<file path="src/rtl/wb_cmd_master.sv">
// wb_cmd_master: Wishbone classic single-transfer initiator.
// A read/write command taken on a valid/ready port becomes one Wishbone
// cycle. Its read data, or a write completion, comes back on a valid/ready
// response port. Every output is registered.
// Optional feature: define WB_CMD_MASTER_TIMEOUT_EN to add a bus watchdog.
// The watchdog aborts a cycle after TIMEOUT_CYCLES ack-less BUS cycles and
// reports the abort with rsp_err_o=1.
module wb_cmd_master #(
    parameter int AW             = 32,
    parameter int DW             = 32,
    parameter int TIMEOUT_CYCLES = 255
) (
    input  logic              wb_clk_i,
    input  logic              wb_rst_i,
    input  logic              cmd_valid_i,
    output logic              cmd_ready_o,
    input  logic              cmd_we_i,
    input  logic [AW-1:0]     cmd_adr_i,
    input  logic [DW-1:0]     cmd_dat_i,
    input  logic [DW/8-1:0]   cmd_sel_i,
    output logic              rsp_valid_o,
    input  logic              rsp_ready_i,
    output logic [DW-1:0]     rsp_dat_o,
    output logic              rsp_err_o,
    output logic              wb_cyc_o,
    output logic              wb_stb_o,
    output logic              wb_we_o,
    output logic [DW/8-1:0]   wb_sel_o,
    output logic [AW-1:0]     wb_adr_o,
    output logic [DW-1:0]     wb_dat_o,
    input  logic              wb_ack_i,
    input  logic [DW-1:0]     wb_dat_i,
    output logic              busy_o
);

    localparam int SW = DW / 8;

    typedef enum logic [1:0] {ST_IDLE, ST_BUS, ST_RESP} state_t;

    state_t            state_reg, state_next;
    logic              cmd_ready_reg, cmd_ready_next;
    logic              cyc_reg, cyc_next;
    logic              we_reg, we_next;
    logic [SW-1:0]     sel_reg, sel_next;
    logic [AW-1:0]     adr_reg, adr_next;
    logic [DW-1:0]     dat_reg, dat_next;
    logic              rsp_valid_reg, rsp_valid_next;
    logic [DW-1:0]     rsp_dat_reg, rsp_dat_next;
    logic              busy_reg, busy_next;
    logic [DW-1:0]     rd_dat;
    logic              accept;
    logic              ack_hit;
    logic              to_hit;

    assign accept  = cmd_valid_i && cmd_ready_reg && (state_reg == ST_IDLE);
    assign ack_hit = (state_reg == ST_BUS) && wb_ack_i;

    // A write completion returns zero data, so each byte lane is masked by we.
    genvar gi;
    generate
        for (gi = 0; gi < SW; gi++) begin : g_lane
            assign rd_dat[gi*8 +: 8] = we_reg ? 8'h00 : wb_dat_i[gi*8 +: 8];
        end
    endgenerate

`ifdef WB_CMD_MASTER_TIMEOUT_EN
    localparam logic [15:0] TO_LAST = 16'(TIMEOUT_CYCLES - 1);

    logic [15:0] to_cnt_reg;
    logic        rsp_err_reg, rsp_err_next;

    // An ack on the last allowed edge takes priority over the abort.
    assign to_hit = (state_reg == ST_BUS) && !wb_ack_i && (to_cnt_reg == TO_LAST);

    // Watchdog: cleared when a command enters BUS, counts each ack-less BUS cycle.
    always_ff @(posedge wb_clk_i) begin
        if (wb_rst_i) begin
            to_cnt_reg <= '0;
        end else if (accept) begin
            to_cnt_reg <= '0;
        end else if ((state_reg == ST_BUS) && !wb_ack_i) begin
            to_cnt_reg <= to_cnt_reg + 16'd1;
        end
    end

    assign rsp_err_o = rsp_err_reg;
`else
    assign to_hit    = 1'b0;
    assign rsp_err_o = 1'b0;
`endif

    // State register.
    always_ff @(posedge wb_clk_i) begin
        if (wb_rst_i) begin
            state_reg <= ST_IDLE;
        end else begin
            state_reg <= state_next;
        end
    end

    // Next-state logic: IDLE -> BUS -> RESP -> IDLE, with no pipelining.
    always_comb begin
        state_next = state_reg;
        case (state_reg)
            ST_IDLE: if (accept)             state_next = ST_BUS;
            ST_BUS:  if (ack_hit || to_hit)  state_next = ST_RESP;
            ST_RESP: if (rsp_ready_i)        state_next = ST_IDLE;
            default:                         state_next = ST_IDLE;
        endcase
    end

    // Next values of the registered outputs. The bus fields hold after a cycle ends.
    always_comb begin
        cyc_next       = cyc_reg;
        we_next        = we_reg;
        sel_next       = sel_reg;
        adr_next       = adr_reg;
        dat_next       = dat_reg;
        rsp_valid_next = rsp_valid_reg;
        rsp_dat_next   = rsp_dat_reg;
`ifdef WB_CMD_MASTER_TIMEOUT_EN
        rsp_err_next   = rsp_err_reg;
`endif
        if (accept) begin
            cyc_next = 1'b1;
            we_next  = cmd_we_i;
            sel_next = cmd_sel_i;
            adr_next = cmd_adr_i;
            dat_next = cmd_dat_i;
        end
        if (ack_hit) begin
            cyc_next       = 1'b0;
            rsp_valid_next = 1'b1;
            rsp_dat_next   = rd_dat;
`ifdef WB_CMD_MASTER_TIMEOUT_EN
            rsp_err_next   = 1'b0;
`endif
        end else if (to_hit) begin
            cyc_next       = 1'b0;
            rsp_valid_next = 1'b1;
            rsp_dat_next   = '0;
`ifdef WB_CMD_MASTER_TIMEOUT_EN
            rsp_err_next   = 1'b1;
`endif
        end
        if ((state_reg == ST_RESP) && rsp_ready_i) begin
            rsp_valid_next = 1'b0;
        end
        cmd_ready_next = (state_next == ST_IDLE);
        busy_next      = (state_next != ST_IDLE);
    end

    // Output registers. Reset clears everything except cmd_ready.
    always_ff @(posedge wb_clk_i) begin
        if (wb_rst_i) begin
            cmd_ready_reg <= 1'b1;
            cyc_reg       <= 1'b0;
            we_reg        <= 1'b0;
            sel_reg       <= '0;
            adr_reg       <= '0;
            dat_reg       <= '0;
            rsp_valid_reg <= 1'b0;
            rsp_dat_reg   <= '0;
            busy_reg      <= 1'b0;
`ifdef WB_CMD_MASTER_TIMEOUT_EN
            rsp_err_reg   <= 1'b0;
`endif
        end else begin
            cmd_ready_reg <= cmd_ready_next;
            cyc_reg       <= cyc_next;
            we_reg        <= we_next;
            sel_reg       <= sel_next;
            adr_reg       <= adr_next;
            dat_reg       <= dat_next;
            rsp_valid_reg <= rsp_valid_next;
            rsp_dat_reg   <= rsp_dat_next;
            busy_reg      <= busy_next;
`ifdef WB_CMD_MASTER_TIMEOUT_EN
            rsp_err_reg   <= rsp_err_next;
`endif
        end
    end

    assign cmd_ready_o = cmd_ready_reg;
    assign wb_cyc_o    = cyc_reg;
    assign wb_stb_o    = cyc_reg;
    assign wb_we_o     = we_reg;
    assign wb_sel_o    = sel_reg;
    assign wb_adr_o    = adr_reg;
    assign wb_dat_o    = dat_reg;
    assign rsp_valid_o = rsp_valid_reg;
    assign rsp_dat_o   = rsp_dat_reg;
    assign busy_o      = busy_reg;

endmodule

</file>
<file path="config.mk">
export PLATFORM = sky130hd
export DESIGN_NAME = wb_cmd_master
export DESIGN_NICKNAME = d
export VERILOG_FILES = /design/src/rtl/wb_cmd_master.sv
export SDC_FILE = /design/constraint.sdc
export NUM_CORES = 1
export LEC_CHECK = 0
export CAP_MARGIN = 20
export CORE_ASPECT_RATIO = 0.9
export CORE_MARGIN = 1.5
export CORE_UTILIZATION = 42
export DETAILED_ROUTE_END_ITERATION = 16
export PLACE_DENSITY = 0.84
export SYNTH_ARGS = -nofsm -noshare
export SYNTH_HDL_FRONTEND = slang
export SYNTH_SLANG_ARGS = --single-unit
</file>
<file path="constraint.sdc">
create_clock -name wb_clk_i -period 1.75 [get_ports wb_clk_i]
set_input_delay 0.2625 -clock wb_clk_i [delete_from_list [all_inputs] [get_ports wb_clk_i]]
set_output_delay 0.2625 -clock wb_clk_i [all_outputs]
set_load 0.05 [all_outputs]
</file>
=== Word-level counts from Yosys, hierarchy flattened ===
Index checks and enable logic that the tools add are counted.

* Register bits after elaboration: 107
* Bits in latches: 0
* Memory bits (writable): 0
* Bits in read-only memories: 0
* Output and inout bits: 107
* Logic and storage cells: 29
* Memories kept: 0

* $add $sub $neg: 0
* Multiply operators: 0
* Divide/modulo/power cells: 0
* Order comparisons: 0
* Equality and inequality tests: 2
* Shift operators: 0
* Mux-type cells: 8
* Bitwise logic cells: 0
* Reduce and logical (&&, ||, !) cells: 9

{| class="wikitable"
|+ Operators by type and width
! cell !! number
|-
| $mux W8 || 4
|-
| $mux W2 || 3
|-
| $pmux W2 S3 || 1
|-
| $logic_and A1 B1 Y1 || 4
|-
| $logic_not A2 Y1 || 2
|-
| $reduce_or A2 Y1 || 2
|-
| $eq A2 B1 Y1 const B || 1
|-
| $eq A2 B2 Y1 const B || 1
|-
| $reduce_bool A2 Y1 || 1
|}

=== Depth between registers and ports, before layout ===
* Depth in word-level cells: 5
* Depth in mapped cells: 6
* Mapped depth without buffers: 2

=== Worst setup path before layout ===
OpenSTA, ideal clock, no wires.

* Path kind: reg2reg
* Start point: register cmd_ready_reg (netlist: cmd_ready_o)
* End point: register adr_reg[10] (netlist: wb_adr_o[10])
* Library setup time: 0.072 ns
* Arrival: 1.608 ns
* Required time: 1.678 ns
* Slack: 0.070 ns
* Stages on the path, launching flop included: 6
* Path buffers: 3
* Period minus slack after synthesis: 1.680 ns
* Cell sequence: dfxtp_1 nor4bb_4 buf_4 buf_8 buf_12 mux2i_1

* Word-level cells in the longest chain between the ends: 2

{| class="wikitable"
|+ RTL lines
! element !! RTL line !! source
|-
| start: declaration || 41 || <nowiki>logic cmd_ready_reg, cmd_ready_next;</nowiki>
|-
| start signal: assignment || 169 || <nowiki>cmd_ready_reg <= cmd_ready_next;</nowiki>
|-
| $logic_and A1 B1 Y1 (2 in a row) || 55 || <nowiki>assign accept = cmd_valid_i && cmd_ready_reg && (state_reg == ST_IDLE);</nowiki>
|-
| end signal: assignment || 173 || <nowiki>adr_reg <= adr_next;</nowiki>
|-
| end: declaration || 45 || <nowiki>logic [AW-1:0] adr_reg, adr_next;</nowiki>
|}

Every way passes these cells.
A chain may end at the register's enable or synchronous reset.

=== Worst setup path after layout ===
* Start point: register dat_reg[1] (netlist: wb_dat_o[1])
* End point: output wb_dat_o[1]

{| class="wikitable"
|+ RTL lines
! element !! RTL line !! source
|-
| start: declaration || 46 || <nowiki>logic [DW-1:0] dat_reg, dat_next;</nowiki>
|-
| start signal: assignment || 174 || <nowiki>dat_reg <= dat_next;</nowiki>
|-
| end: declaration || 30 || <nowiki>output logic [DW-1:0] wb_dat_o,</nowiki>
|}

No word-level cell between the ends.

==> summary.md <==
| Metric | Value |
|---|---|
| Placed Cells | `807` |
| Max-capacitance violation count | `0` |
| Avg WL per Cell | `14.7 um` |
| RSZ-0062 raised after global routing | `false` |
| Crit path required time | `1.49 ns` |
| Synth Register Bits | `107` |
| Die width | `117 um` |
| Final hold vios | `0` |
| Clk_skew | `0.0117 ns` |
| Sequential share of power | `41.3%` |
| Power share of the combinational group | `26.2%` |
| GRT Total Usage | `19.4%` |
| Critical path launch point type | `flop` |
| Syn Inst Count | `470` |
| Port Buffers | `211` |
| Io pins | `213` |
| Clock Pin Slew Worst Setup and Hold Paths | `0.07 ns` |
| Detail Route Antenna Nets | `0` |
| CP max stage cell | `dlygate4sd2_1` |
| Sw Share | `30.0%` |
| Post-route DRC violation count | `0` |
| Initial Utilization | `42.8%` |
| HPWL after detailed placement | `8970 um` |
| Core Area | `11400 sq um` |
| Initial antenna violation count | `0` |
| Design Area, Final | `7320 sq um` |
| Final Non-Filler Cells | `822` |
| CP endpoint kind | `output pin` |
| Layout fillers | `974` |
| First-pass GRT wire length | `19000 um` |
| Final setup fails | `0` |
| Minimum clock period | `1.49 ns` |
| Vias in the first global route | `3955` |
| Setup TNS | `0 ns` |
| Worst hold-check path type | `reg2reg` |
| Detailed Route WL | `12100 um` |
| RD Place Congestion | `0.751` |
| Vias per cell | `4.70` |
| Commonest non-fill, non-tap cell in the layout | `nand2b_1` |
| Root buf cell | `clkbuf_16` |
| Worst skew pair latency | `0.34 ns` |
| Initial drt markers | `145` |
| Die ar. | `12300 sq um` |
| Global route overflow | `0` |
| Postcts setup bufs | `0` |
| Syn Std Cell Area | `4880 sq um` |
| Internal power | `4.60 mW` |
| Slew at the pin closest to its max-slew limit | `0.845 ns` |
| Nets | `768` |
| Sequential share of the synthesized area | `43.9%` |
| Slew Viols, Final | `0` |
| Switching pwr | `1.97 mW` |
| TritonCTS clock tree | `done` |
| Die Ht | `105 um` |
| Most frequent cells in the layout | `170 x nand2b_1, 106 x dfxtp_1, 104 x clkdlybuf4s50_1` |
| Via count | `3861` |
| Quantity of hold-fixing buffers added after cts | `0` |
| Pre-CTS WS | `0.0150 ns` |
| PD cells | `898 nW/um^2` |
| Ys Warns | `0` |
| CP peak stage delay | `0.54 ns` |
| Critical path class | `reg2out` |
| Worst hold margin | `0.470 ns` |
| Clock Path Buffers | `2` |
| Critical path data arrival time | `1.23 ns` |
| Status | `complete, no violations` |
| Final Worst Setup Slack | `0.262 ns` |
| Synth-to-Final Area Change | `50.2%` |
| Maximum VDD drop | `0.000593 V` |
| Critical path's top delay family | `buffers and inverters` |
| # rows | `37` |
| Synthesized Nets | `576` |
| Leak pwr | `3.27 nW` |
| CP max FO | `2` |
| Area contributors post-synth | `dfxtp_1 44%, nand2b_1 22%, mux2i_1 21%, or3b_2 5.9%, clkbuf_1 1.9%` |
| Cts bufs inserted | `9` |
| Largest net degree at the start of global routing | `123` |
| Drt first pass iters | `4` |
| Max Freq | `672 MHz` |
| Share of cells above drive strength 1 | `16.5%` |
| Share of the synthesized area in the top cell type | `43.9%` |
| Period utilisation layout | `85.0%` |
| Synth cell types | `24` |
| Post-cts repair resize count | `42` |
| Slew margin rel. | `43.6%` |
| Synth area leader | `dfxtp_1` |
| DP Area | `7020 sq um` |
| Final total power | `6.58 mW` |
| WP buf/inv | `1` |
| Antenna Cells | `0` |
| Htree depth | `3` |
| Cell Chain, Critical Path | `dlygate4sd2_1` |
| CTS sink cnt | `107` |
| Clk network pwr share | `32.5%` |
| Post-Route Utilization | `64.3%` |
| Avg Inst Size Synth | `10.4 sq um` |
## logic make-up after synthesis
| logic type | count (synthesis) | synth area share [%] |
|---|---|---|
| compound gates | 7 | 1.13 |
| simple gates | 211 | 29.3 |
| flops | 107 | 43.9 |
| buf+inv | 43 | 4.85 |
| other cells | 1 | 0.0769 |
| mux | 101 | 20.7 |
## final timing paths
check                    start            to  slack, ns  depth (start not counted)
setup reg to reg  state_reg[1]  wb_dat_o[12]       0.32                          4
hold / removal    wb_adr_o[15]  wb_adr_o[15]       0.47                          2
hold reg to reg   wb_adr_o[15]  wb_adr_o[15]       0.47                          2
setup / recovery   wb_dat_o[1]   wb_dat_o[1]       0.26                          1
## per-layer routing
| layer | wire, um | track usage [%] | up-vias |
|---|---|---|---|
| li1 | - | - | 1919 |
| met1 | 4770 | 20.9 | 1798 |
| met2 | 6130 | 35.7 | 135 |
| met3 | 1120 | 7.07 | 9 |
| met4 | 100 | 4.30 | 0 |
| met5 | 0 | 0 | - |
## cell usage after synthesis (all sizes together)
| master | n |
|---|---|
| and3b | 2 |
| inv | 2 |
| a21oi | 2 |
| or2 | 1 |
| nand2 | 1 |
| dfxtp | 107 |
| a221oi | 1 |
| a2111oi | 1 |
| nand4bb | 1 |
| a221o | 1 |
| nor3b | 1 |
| clkbuf | 25 |
| nor2 | 1 |
| conb | 1 |
| a211oi | 1 |
| or3b | 33 |
| o21ba | 1 |
| nor4bb | 1 |
| buf | 16 |
| mux2i | 101 |
| nand2b | 170 |
## power groups by stage
| stage | logic, mW | registers [mW] | clock network [mW] |
|---|---|---|---|
| after detailed placement | 1.78 | 2.78 | 0 |
| final | 1.72 | 2.72 | 2.14 |
| after global routing | 1.80 | 2.74 | 2.29 |
| after global placement | 1.74 | 2.77 | 0 |
| after CTS | 1.74 | 2.72 | 2.18 |
| after floorplan | 0.558 | 3.32 | 0 |
## tightest hold or removal path: stages (launching register included)
cell and delay [ns]:
dfxtp_1 0.31, nand2b_1 0.06, mux2i_1 0.05
## final cells by class
type                            count  area, sq um  area share [%]
Timing Repair Buffer              222         2170            29.6
Tap cell                          156          195            2.67
Sequential cell                   107         2140            29.3
Multi-Input combinational cell    320         2500            34.1
Clock buffer                       11          233            3.18
Clock inverter                      4         76.3            1.04
Inverter                            2         7.51           0.103
Power figures use the tool's default switching activity.
